==> src/rtl/sipo_deser_pkg.sv <==
// Shared types and defaults for the serial-in/parallel-out deserializer.
package sipo_deser_pkg;
  localparam int DEF_WIDTH = 4;

  typedef enum logic {BUF_EMPTY = 1'b0, BUF_FULL = 1'b1} buf_st_t;

  // bit_cnt width; never zero even for tiny words
  function automatic int cnt_w(input int w);
    return (w > 2) ? $clog2(w) : 1;
  endfunction
endpackage

==> src/rtl/sipo_deser_if.sv <==
// Serial input strobe/sync plus the valid/ready word output of the deserializer.
interface sipo_deser_if #(parameter int WIDTH = sipo_deser_pkg::DEF_WIDTH);
  import sipo_deser_pkg::*;
  localparam int CW = cnt_w(WIDTH);

  logic             sin;
  logic             sin_en;
  logic             sync;
  logic [WIDTH-1:0] dout;
  logic             dout_valid;
  logic             dout_ready;
  logic             overrun;
  logic [CW-1:0]    bit_cnt;

  modport master (output sin, sin_en, sync, dout_ready,
                  input  dout, dout_valid, overrun, bit_cnt);
  modport slave  (input  sin, sin_en, sync, dout_ready,
                  output dout, dout_valid, overrun, bit_cnt);
endinterface

==> src/rtl/sipo_deser_mod_counter.sv <==
// Modulo-MOD counter with async clear, sync clear and enable; flags the wrapping step.
module sipo_deser_mod_counter #(
  parameter int MOD = 4,
  parameter int CW  = 2
) (
  input  logic          clk,
  input  logic          clr,
  input  logic          sclr,
  input  logic          en,
  output logic [CW-1:0] cnt,
  output logic          wrap
);
  // sclr wins over a counting step, so a wrap is never reported on a sync edge
  assign wrap = en && !sclr && (cnt == CW'(MOD - 1));

  always_ff @(posedge clk or posedge clr) begin
    if (clr)              cnt <= '0;
    else if (sclr || wrap) cnt <= '0;
    else if (en)           cnt <= cnt + 1'b1;
  end
endmodule

==> src/rtl/sipo_deser.sv <==
// Deserializer: shift register, word-complete decode and a one-entry output
// buffer with a sticky overrun flag.
module sipo_deser
  import sipo_deser_pkg::*;
#(
  parameter int WIDTH     = DEF_WIDTH,
  parameter bit MSB_FIRST = 1'b1
) (
  input logic         clk,
  input logic         clr,
  sipo_deser_if.slave bus
);
  localparam int CW = cnt_w(WIDTH);

  logic [WIDTH-1:0] shreg, word, dout_r;
  logic [CW-1:0]    cnt;
  logic             done, ovr;
  buf_st_t          st;

  sipo_deser_mod_counter #(.MOD(WIDTH), .CW(CW)) u_cnt (
    .clk  (clk),
    .clr  (clr),
    .sclr (bus.sync),
    .en   (bus.sin_en),
    .cnt  (cnt),
    .wrap (done)
  );

  generate
    if (MSB_FIRST) begin : g_msb
      assign word = {shreg[WIDTH-2:0], bus.sin};
    end else begin : g_lsb
      assign word = {bus.sin, shreg[WIDTH-1:1]};
    end
  endgenerate

  always_ff @(posedge clk or posedge clr) begin
    if (clr)                   shreg <= '0;
    else if (bus.sync || done) shreg <= '0;
    else if (bus.sin_en)       shreg <= word;
  end

  // A completing word always takes the slot if it is being drained this edge.
  always_ff @(posedge clk or posedge clr) begin
    if (clr) begin
      st     <= BUF_EMPTY;
      dout_r <= '0;
      ovr    <= 1'b0;
    end else begin
      case (st)
        BUF_EMPTY: if (done) begin
          dout_r <= word;
          st     <= BUF_FULL;
        end
        BUF_FULL: begin
          if (done) begin
            if (bus.dout_ready) dout_r <= word;
            else                ovr    <= 1'b1;
          end else if (bus.dout_ready) begin
            st <= BUF_EMPTY;
          end
        end
        default: st <= BUF_EMPTY;
      endcase
    end
  end

  assign bus.dout       = dout_r;
  assign bus.dout_valid = (st == BUF_FULL);
  assign bus.overrun    = ovr;
  assign bus.bit_cnt    = cnt;
endmodule

==> src/flat_wrapper.sv <==
// flat-port wrapper written by rule: the top's interface ports become plain ports
module sipo_deser_flat import sipo_deser_pkg::*;
#(
  parameter int WIDTH     = DEF_WIDTH,
  parameter bit MSB_FIRST = 1'b1
)
  (clk, clr, bus_sin, bus_sin_en, bus_sync, bus_dout_ready, bus_dout, bus_dout_valid, bus_overrun, bus_bit_cnt);
  sipo_deser_if #(.WIDTH(WIDTH)) bus_i ();
  input logic clk;
  input logic clr;
  input wire logic [$bits(bus_i.sin)-1:0] bus_sin;
  input wire logic [$bits(bus_i.sin_en)-1:0] bus_sin_en;
  input wire logic [$bits(bus_i.sync)-1:0] bus_sync;
  input wire logic [$bits(bus_i.dout_ready)-1:0] bus_dout_ready;
  output wire logic [$bits(bus_i.dout)-1:0] bus_dout;
  output wire logic [$bits(bus_i.dout_valid)-1:0] bus_dout_valid;
  output wire logic [$bits(bus_i.overrun)-1:0] bus_overrun;
  output wire logic [$bits(bus_i.bit_cnt)-1:0] bus_bit_cnt;
  assign bus_i.sin = bus_sin;
  assign bus_i.sin_en = bus_sin_en;
  assign bus_i.sync = bus_sync;
  assign bus_i.dout_ready = bus_dout_ready;
  assign bus_dout = bus_i.dout;
  assign bus_dout_valid = bus_i.dout_valid;
  assign bus_overrun = bus_i.overrun;
  assign bus_bit_cnt = bus_i.bit_cnt;
  sipo_deser #(.WIDTH(WIDTH), .MSB_FIRST(MSB_FIRST)) u_core (.clk(clk), .clr(clr), .bus(bus_i));
endmodule
==> config.mk <==
export PLATFORM = sky130hd
export DESIGN_NAME = sipo_deser_flat
export DESIGN_NICKNAME = d
export VERILOG_FILES = /design/src/rtl/sipo_deser_pkg.sv /design/src/rtl/sipo_deser_if.sv /design/src/rtl/sipo_deser_mod_counter.sv /design/src/rtl/sipo_deser.sv /design/src/flat_wrapper.sv
export SDC_FILE = /design/constraint.sdc
export NUM_CORES = 1
export LEC_CHECK = 0
export BUFFER_PORTS_ARGS = -buffer_cell sky130_fd_sc_hd__buf_2
export CAP_MARGIN = 20
export CORE_AREA = 2 2 39 41
export CTS_CLUSTER_SIZE = 30
export DETAILED_ROUTE_END_ITERATION = 8
export DIE_AREA = 0 0 41 43
export GPL_ROUTABILITY_DRIVEN = 0
export PLACE_DENSITY = 0.59
export SYNTH_ARGS = -nofsm -noshare
export SYNTH_HDL_FRONTEND = slang
export SYNTH_SLANG_ARGS = --single-unit
==> constraint.sdc <==
create_clock -name clk -period 1.55 [get_ports clk]
set_clock_uncertainty 0.1 [all_clocks]
set_input_delay 0.155 -clock clk [delete_from_list [all_inputs] [get_ports clk]]
set_output_delay 0.155 -clock clk [all_outputs]
set_load 0.05 [all_outputs]
==> metrics.md <==
| Metric | Value |
|---|---|
| Initial Utilization | 0.3662 |
| Post-CTS Setup Bufs | 0 |
| Post-layout net count | 63 |
| CTS tree | built |
| Area fraction in compound gates after synthesis | 0.05432 |
| Worst IR drop on VDD | 0.5356 mV |
| Level count of the clock H-tree | 1 |
| CP Capture Type | flop |
| Buffer cell driving the clock tree root | sky130_fd_sc_hd__clkbuf_4 |
| Sum of overflow across all layers after global routing | 0 |
| Portion of netlist area occupied by mux cells | 0.1383 |
| Wire length of the first global-routing pass | 1.373 mm |
| Per-cell via count in the routed design | 4.465 |
| WP data required | 1.60 ns |
| Crit path max fanout | 6 |
| Total design power | 0.6182 mW |
| X dimension of the die | 41 um |
| Average footprint of a synthesized cell | 13.34 um^2 |
| Number of antenna violations at the first check in global routing | 0 |
| XOR/XNOR share of the synthesized area | 0 |
| Remaining DRCs | 0 |
| Die outline area | 1763 um^2 |
| Total wirelength of the detailed-routed design | 872 um |
| Setup Total Neg Slack | 0 ns |
| Transition at the pin with the smallest max-transition slack | 0.4430 ns |
| Flip-flop and latch count after synthesis | 11 |
| Pre-antenna DRT Iters | 3 |
| Syn-to-layout area delta | 24.69% |
| Area of the mapped netlist | 506.7 um^2 |
| Max stage delay on crit path | 0.40 ns |
| Min Clock Period, post-route | 1.397 ns |
| Final-report hold violation count | 0 |
| All-Layer GR Usage | 0.1196 |
| Max-slew violation count | 0 |
| Critical path class | reg -> reg |
| Achievable Freq | 0.7156 GHz |
| Number of cells after detailed placement | 66 |
| Standard-cell rows | 14 |
| Critical-path cell with the highest stage delay | sky130_fd_sc_hd__dfrtp_2 |
| WL/cell | 12.28 um |
| Total clock buffers created by CTS | 3 |
| Deepest clock path buffer count | 2 |
| Unrepaired setup endpoints after global routing | no |
| Synth cell types | 14 |
| Maximum number of pins on one net before global-route repair | 12 |
| Register area share after synthesis | 0.5432 |
| Filler-free cell count of the finished design | 71 |
| Number of nets in the synthesized netlist | 45 |
| Tcrit/Tclk final | 0.9015 |
| Layout fillers | 138 |
| Post-synthesis simple-gate area fraction | 0.2099 |
| Pwr/cell area | 978.3 nW/um^2 |
| Crit path cell chain | ha_4 -> nand3b_4 -> nor2b_4 -> mux2_4 |
| Residual antenna-violating net count after detailed routing | 0 |
| Total of warnings raised by yosys | 0 |
| Final core utilization | 0.4566 |
| Via count | 317 |
| Finish-stage setup viols | 0 |
| Tightest slew margin relative to the limit | 0.7043 |
| Number of max-capacitance violations reported | 0 |
| Placed cell area | 595.6 um^2 |
| Status | finished, final reports clean |
| Count of boundary I/O pins | 14 |
| Post-synthesis share of cell area spent on full adders, half adders and majority gates | 0.02469 |
| Combinational family with the most area after synthesis | simple AND/OR/NAND/NOR gates |
| Height of the die | 43 um |
| Gate count of the mapped netlist | 38 |
| Number of global-route vias before repair | 301 |
| Proportion of layout cells with a drive suffix above 1 | 0.4545 |
| Violation count after the first detailed-routing iteration | 6 |
| Clock-pin slew on the worst setup and hold paths | 0.07 ns |
| Inserted Diodes | 0 |
| Final instance area | 631.9 um^2 |
| Data arrival, critical path | 1.45 ns |
| Clock latency of the later-clocked register in the worst-skew pair | 0.26 ns |
| Port Buffers | 13 |
| Core region area | 1384 um^2 |
| Min-delay worst type | in -> reg |
| Post-DP HPWL | 605.9 um |
| Clock sink count | 11 |
| Leakage power figure | 0.3349 nW |
| Element type at the critical path start | flop |
## metal layers
| layer | GRT usage | wire length, um |
|---|---|---|
| met2 | 0.1469 | 378 |
| met3 | 0.04712 | 52 |
| met5 | 0 | 0 |
| met4 | 0.06000 | 0 |
| met1 | 0.1755 | 441 |
## cell families after synthesis
| family | Yosys count |
|---|---|
| buf+inv | 2 |
| simple gates | 14 |
| flops | 11 |
| fa+ha+maj | 1 |
| mux | 5 |
| compound gates | 5 |
## Yosys cell counts
cell | instances | area share
sky130_fd_sc_hd__mux2i_1 | 1 | 0.020
sky130_fd_sc_hd__mux2_4 | 4 | 0.12
sky130_fd_sc_hd__a21oi_1 | 4 | 0.040
sky130_fd_sc_hd__dfrtp_1 | 11 | 0.54
sky130_fd_sc_hd__nand3b_1 | 4 | 0.059
sky130_fd_sc_hd__buf_6 | 1 | 0.022
sky130_fd_sc_hd__ha_1 | 1 | 0.025
sky130_fd_sc_hd__o21bai_1 | 1 | 0.015
sky130_fd_sc_hd__nand2_1 | 1 | 0.0074
sky130_fd_sc_hd__nand3b_4 | 1 | 0.040
sky130_fd_sc_hd__nand2b_1 | 5 | 0.062
sky130_fd_sc_hd__inv_1 | 1 | 0.0074
sky130_fd_sc_hd__nor2b_4 | 1 | 0.027
sky130_fd_sc_hd__nor2_1 | 2 | 0.015
## state kept, by name (all words and copies together), names as in the netlist
name	count
u_core.u_cnt.cnt	2
u_core.shreg	3
u_core.bus.dout	4
u_core.bus.dout_valid	1
u_core.bus.overrun	1
## path summary, 6_finish.rpt
| path | from | endpoint | slack (ns) | depth (start not counted) |
|---|---|---|---|---|
| worst min register to register | u_core.bus.overrun$_DFFE_PP0P_ | u_core.bus.overrun$_DFFE_PP0P_ | 0.38 | 1 |
| min in group asynchronous | clr | u_core.shreg[0]$_DFFE_PP0P_ | 0.34 | 3 |
| worst min-delay path | bus_sync | u_core.shreg[0]$_DFFE_PP0P_ | 0.02 | 2 |
| max in group asynchronous | clr | u_core.u_cnt.cnt[0]$_DFFE_PP0P_ | 0.68 | 3 |
| worst max-delay path | u_core.u_cnt.cnt[1]$_DFFE_PP0P_ | u_core.bus.dout[1]$_DFFE_PP0P_ | 0.15 | 4 |
| worst max register to register | u_core.u_cnt.cnt[1]$_DFFE_PP0P_ | u_core.bus.dout[1]$_DFFE_PP0P_ | 0.15 | 4 |
## layout by cell type (no fill, tap or decap)
master,netlist,routed
sky130_fd_sc_hd__a21oi_1,4,4
sky130_fd_sc_hd__buf_2,0,13
sky130_fd_sc_hd__clkbuf_1,0,1
sky130_fd_sc_hd__nand3b_1,4,4
sky130_fd_sc_hd__ha_4,0,1
sky130_fd_sc_hd__dlygate4sd3_1,0,1
sky130_fd_sc_hd__mux2_4,4,4
sky130_fd_sc_hd__nand2b_1,5,5
sky130_fd_sc_hd__inv_1,1,1
sky130_fd_sc_hd__dfrtp_1,11,9
sky130_fd_sc_hd__nor2_1,2,2
sky130_fd_sc_hd__o21bai_1,1,1
sky130_fd_sc_hd__nor2b_4,1,1
sky130_fd_sc_hd__nand2_1,1,1
sky130_fd_sc_hd__mux2i_1,1,1
sky130_fd_sc_hd__clkbuf_4,0,3
sky130_fd_sc_hd__nand3b_4,1,1
sky130_fd_sc_hd__dfrtp_2,0,2
## critical path, delay by kind of cell (launching register included)
kind | cells | cell delay (ns)
DFF | 1 | 0.40
muxes | 1 | 0.31
and+or+nand+nor | 2 | 0.30
adders and majority gates | 1 | 0.18
## report_power, final
part	internal, mW	switching [mW]	leakage, nW	total (mW)
logic	0.0375	0.0690	0.172	0.106
registers	0.302	0.0119	0.148	0.314
clock network	0.0995	0.0986	0.0150	0.198
## final cells by class
| cell class | instances | area, um^2 | share of cell area |
|---|---|---|---|
| well taps | 16 | 20.02 | 0.03168 |
| repair buffers | 14 | 75.07 | 0.1188 |
| clock buffers | 4 | 26.28 | 0.04158 |
| inverters | 1 | 3.754 | 0.005941 |
| flip-flops and latches | 11 | 277.8 | 0.4396 |
| multi-input cells | 25 | 229.0 | 0.3624 |
## repair_timing
item                      in CTS  in global routing
hold endpoints to repair      11                  0
resized for setup              0                  0
hold buffers                   1                  0
## stage by stage
step | setup WS [ns] | hold WS [ns]
finish | 0.1526 | 0.01731
global route | 0.09732 | 0.03160
CTS | 0.1471 | 0.01823
detailed placement | 0.1558 | 0.07509
global placement | 0.1640 | 0.07405
floorplan | 0.005446 | -0.09270
Note: power is estimated with default switching activity, not from simulation.
